===== src/rtl/instr_reg_ctrl.sv =====
// Round-robin write arbiter and circular-FIFO pointer controller for the
// 32-entry instruction register; the stored entries are drained through a valid/ready port.
module instr_reg_ctrl #(
  parameter int DEPTH = 32,
  parameter int AW    = 5
) (
  input  logic          clk,
  input  logic          reset,
  input  logic          flush,
  input  logic          req0_valid,
  output logic          req0_ready,
  input  logic [66:0]   req0_instr,
  input  logic          req1_valid,
  output logic          req1_ready,
  input  logic [66:0]   req1_instr,
  output logic          load_en,
  output logic [AW-1:0] write_pointer,
  output logic [2:0]    opcode,
  output logic [31:0]   operand_a,
  output logic [31:0]   operand_b,
  output logic [AW-1:0] read_pointer,
  input  logic [66:0]   instruction_word,
  output logic          out_valid,
  input  logic          out_ready,
  output logic [66:0]   out_instr,
  output logic [AW:0]   count
);

  typedef struct packed {
    logic [2:0]  opc;
    logic [31:0] op_a;
    logic [31:0] op_b;
  } instruction_t;

  localparam logic [AW:0]   LP_FULL = (AW + 1)'(DEPTH);
  localparam logic [AW:0]   LP_ONE  = (AW + 1)'(1);
  localparam logic [AW-1:0] LP_LAST = AW'(DEPTH - 1);

  // Handshake rule for both ports: a transfer happens on a posedge where
  // valid and ready are both high; ready may follow valid combinationally.

  logic [AW-1:0] r_wr_ptr;
  logic [AW-1:0] r_rd_ptr;
  logic [AW:0]   r_count;
  logic          r_last_grant;

  logic          w_full;
  logic          w_empty;
  logic          w_can_accept;
  logic          w_grant0;
  logic          w_grant1;
  logic          w_push;
  logic          w_pop;
  instruction_t  w_sel;

  assign w_full       = (r_count == LP_FULL);
  assign w_empty      = (r_count == '0);
  assign w_can_accept = !w_full && !flush && !reset;

  // On a tie the port that did not win the previous accept gets the slot.
  always_comb begin
    w_grant0 = 1'b0;
    w_grant1 = 1'b0;
    if (w_can_accept) begin
      if (req0_valid && req1_valid) begin
        w_grant0 = r_last_grant;
        w_grant1 = !r_last_grant;
      end else begin
        w_grant0 = req0_valid;
        w_grant1 = req1_valid;
      end
    end
  end

  assign w_push = w_grant0 || w_grant1;
  assign w_sel  = instruction_t'(w_grant1 ? req1_instr : req0_instr);

  assign req0_ready    = w_grant0;
  assign req1_ready    = w_grant1;
  assign load_en       = w_push;
  assign write_pointer = r_wr_ptr;
  assign opcode        = w_push ? w_sel.opc  : '0;
  assign operand_a     = w_push ? w_sel.op_a : '0;
  assign operand_b     = w_push ? w_sel.op_b : '0;

  assign out_valid    = !w_empty && !reset;
  assign out_instr    = instruction_word;
  assign read_pointer = r_rd_ptr;
  assign count        = r_count;
  assign w_pop        = out_valid && out_ready && !flush;

  always_ff @(posedge clk) begin
    if (reset) begin
      r_wr_ptr     <= '0;
      r_rd_ptr     <= '0;
      r_count      <= '0;
      r_last_grant <= 1'b1;
    end else if (flush) begin
      r_wr_ptr <= '0;
      r_rd_ptr <= '0;
      r_count  <= '0;
    end else begin
      if (w_push) begin
        r_wr_ptr     <= (r_wr_ptr == LP_LAST) ? '0 : r_wr_ptr + AW'(1);
        r_last_grant <= w_grant1;
      end
      if (w_pop) begin
        r_rd_ptr <= (r_rd_ptr == LP_LAST) ? '0 : r_rd_ptr + AW'(1);
      end
      case ({w_push, w_pop})
        2'b10:   r_count <= r_count + LP_ONE;
        2'b01:   r_count <= r_count - LP_ONE;
        default: r_count <= r_count;
      endcase
    end
  end

endmodule


===== config.mk =====
export PLATFORM = sky130hd
export DESIGN_NAME = instr_reg_ctrl
export DESIGN_NICKNAME = d
export VERILOG_FILES = /design/src/rtl/instr_reg_ctrl.sv
export SDC_FILE = /design/constraint.sdc
export NUM_CORES = 1
export LEC_CHECK = 0
export ABC_AREA = 1
export BUFFER_PORTS_ARGS = -buffer_cell sky130_fd_sc_hd__clkbuf_2
export CAP_MARGIN = 10
export CORE_AREA = 8 8 135 137
export CTS_CLUSTER_SIZE = 25
export DETAILED_ROUTE_END_ITERATION = 7
export DIE_AREA = 0 0 143 145
export PLACE_DENSITY = 0.47
export SLEW_MARGIN = 20
export SYNTH_ARGS = -nofsm -noshare
export SYNTH_HDL_FRONTEND = slang
export SYNTH_SLANG_ARGS = --single-unit

===== constraint.sdc =====
create_clock -name clk -period 2.95 [get_ports clk]
set_input_delay 0 -clock clk [delete_from_list [all_inputs] [get_ports clk]]
set_output_delay 0 -clock clk [all_outputs]
set_load 0.05 [all_outputs]

==> summary.md <==
| Metric | Value |
|---|---|
| Outcome | complete, no violations |
| Post-route ant nets | 0 |
| Num rows | 47 |
| Initial antenna violation count | 0 |
| P&R area growth vs syn | 64.59% |
| Least-Margin Pin Slew | 0.8262 ns |
| Largest area contributor in the netlist | nand2_1 |
| Mapped Avg Cell Area | 5.938 um2 |
| Ys async rst share | 0 |
| RePlAce Congestion | 0.7810 |
| Min-delay worst type | input port to primary output |
| Synth warnings | 0 |
| Vias | 3224 |
| PD cells | 254.2 mW/mm2 |
| Die Width | roughly 140 um |
| I/O pin count | 361 |
| Die Span Y | 145 um |
| Seq/Total Area, Yosys | 0.1291 |
| Overall routing resource usage | 0.1162 |
| First-pass GRT wire length | 19.55 mm |
| Slowest-stage cell, CP | fa_1 |
| Tmin final | around 2.4 ns |
| Die area | ~0.021 mm2 |
| Port buffer count | ~230 |
| Critical path cell sequence | nor2_1 -> nand4_1 -> nand2_1 -> inv_1 -> ha_1 -> fa_1 -> nand3_1 -> nand2_1 -> nand2_1 -> nand2_1 -> o21ai_0 -> inv_1 |
| Top cell type's share of synthesized area | 0.2378 |
| Critical Path End Type | register |
| Starting Density | 0.1630 |
| Core area | 0.01617 mm2 |
| Clk_lat worst skew | 0.24 ns |
| Commonest register cell after synthesis | dfxtp_1 |
| DRC violations left | 0 |
| TritonRoute pass-1 iters | 4 |
| N_diodes | 0 |
| Crit Path Category | register to register |
| Final period util | 0.8163 |
| CTS max path bufs | 2 |
| Nets | 806 |
| Most frequent cell after synthesis | nand2_1 |
| Critical path endpoint | count[4] |
| Count of final hold-check violations | 0 |
| Max-cap viol count | 0 |
| Synth cell count leaders | 167 x nand2_1, 73 x buf_4, 72 x a21oi_1 |
| Final HPWL DP | 10.82 mm |
| Max-slew violation count | 0 |
| Worst R2R Path Depth | 12 |
| Final WL | approximately 13 mm |
| CTS tree | built |
| H-tree Lvls | 1 |
| CTS sink count | 17 |
| Max stage delay on crit path | 0.44 ns |
| Clock root cell | clkbuf_16 |
| Syn nets | 661 |
| WL/cell | 15.76 um |
| Met1 GRT Util | 0.1334 |
| Gr busiest metal | met2 |
| Maximum VDD drop | 0.0001768 V |
| CP Launch Type | register |
| Gr ovfl total | 0 |
| Critical path arrival | 2.55 ns |
| Pin count of the biggest net entering global routing | 69 |
| Vias per inst | 3.990 |
| Seq cells post-synth | 17 |
| Critical path peak fanout | 6 |
| Achievable Freq | 0.4153 GHz |
| Most used cell, CP | nand2_1 |
| Number of synthesized flops with an enable pin | 0 |
| Hold-fix buffers at CTS | 0 |
| Synth unique cells | 28 |
| Number of DRC markers in iteration 0 | 100 |
| CTS resizes | 0 |
| Final Core Density | 0.2683 |
| Critical Path Start | count[0] |
| LEAKAGE | between 0.002 and 0.0025 uW |
| Sum of negative setup slack | 0 ns |
| FF-to-FF End | count[4] |
| Global Route met2 Usage | 0.1908 |
| Synth top area cells | nand2_1 24%, buf_4 21%, a21oi_1 14% |
| Setup Skew | 0.001912 ns |
| Required @ worst endpoint | approximately 3.1 ns |
| Worst r2r src | count[0] |
| Syn Inst Count | 444 |
| Setup-failing EPs final | 0 |
| Flop-to-flop setup slack | 0.54 ns |
| Slew margin rel. | 0.4492 |
| Vias in the first global route | 3420 |
| Unrepaired setup endpoints after global routing | false |
| TritonCTS Buffers | 3 |
| Post-CTS Setup Inserts | 0 |
| Synthesized cell area | 0.002636 mm2 |
| Met3 Resource Use GR | 0.04199 |
| Layout cells sized above 1 | 0.4303 |
| CTS clk-pin slew, worst paths | 0.05 ns |
## worst max-delay path: cells and delay by family (launching register included)
kind | cells | cell delay, ns
adder cells (fa/ha/maj) | 2 | 0.75
flip-flops | 1 | 0.37
buffers and inverters | 2 | 0.16
AND/OR/NAND/NOR | 7 | 0.87
AO/OA/AOI/OAI | 1 | 0.14
## area by class of cell
class / instances / area (um2)
clock buffers: 3 / 75.07
clock inverters: 1 / 5.005
fillers: 1810 / 11830
inverters: 26 / 97.59
multi-input cells: 311 / 1529
flip-flops and latches: 17 / 340.3
well taps: 220 / 275.3
repair buffers: 230 / 2017
## layer usage
| metal | vias to the layer above | wire length [um] |
|---|---|---|
| met2 | 173 | 5724 |
| met4 | 0 | 518 |
| met5 | - | 0 |
| met1 | 1382 | 5053 |
| met3 | 38 | 1437 |
| li1 | 1631 | - |
## metrics by stage
stage	hold WS [ns]	cell area (um2)	setup slack [ns]	power (uW)	cells
detailed placement	0.0003409	4259	0.5653	842.6	804
floorplan	0.1193	2636	0.1434	796.1	444
finish	0.00001665	4339	0.5420	1103	808
global route	0.00007183	4339	0.2416	1164	808
global placement	0.0003409	4259	0.6313	841.8	804
CTS	0.0003409	4339	0.5294	1118	808
## state kept, by name (all words and copies together) (netlist names)
signal	count
r_last_grant	1
write_pointer	5
read_pointer	5
count	6
## report_power, final
group,switching (uW),internal (uW)
clock,90.2,181
sequential,5.32,234
combinational,346,246
## placed cells by master, fill, tap and decap left out
| master | instances |
|---|---|
| and3_1 | 1 |
| fa_1 | 1 |
| o21ai_0 | 6 |
| xnor2_1 | 1 |
| nor2_8 | 1 |
| or2_2 | 1 |
| inv_2 | 2 |
| nand2_1 | 167 |
| nand3_1 | 12 |
| nand2_4 | 1 |
| nor3_1 | 1 |
| nand3_2 | 1 |
| nand4_1 | 2 |
| ha_1 | 9 |
| nor2_2 | 1 |
| clkbuf_16 | 3 |
| nand3b_1 | 1 |
| clkinv_2 | 1 |
| a21oi_1 | 72 |
| nor2_1 | 17 |
| dfxtp_1 | 17 |
| inv_1 | 24 |
| clkbuf_2 | 169 |
| buf_12 | 57 |
| buf_4 | 4 |
| nand3_4 | 1 |
| nand4_4 | 1 |
| xor2_1 | 4 |
| a21oi_2 | 10 |
## worst min-delay path by stage
stage | from | end | slack (ns) | depth (start not counted)
after floorplan | reset | r_last_grant | 0.12 | 2
after global placement | instruction_word[30] | out_instr[30] | 0.0003 | 0
after detailed placement | instruction_word[30] | out_instr[30] | 0.0003 | 0
after CTS | instruction_word[30] | out_instr[30] | 0.0003 | 0
after global routing | instruction_word[57] | out_instr[57] | 0.00007 | 0
final | instruction_word[17] | out_instr[17] | 0.00002 | 0
## cells by family (layout without fill, tap and decap cells)
kind of cell    Yosys count  after routing  share of synthesized area
flops                    17             17                     0.1291
simple gates            208            208                     0.3318
compound gates           88             88                     0.1813
xor+xnor                  5              5                    0.01661
buf+inv                 116            260                     0.2909
fa+ha+maj                10             10                    0.05031
(Power assumes the default switching activity.)
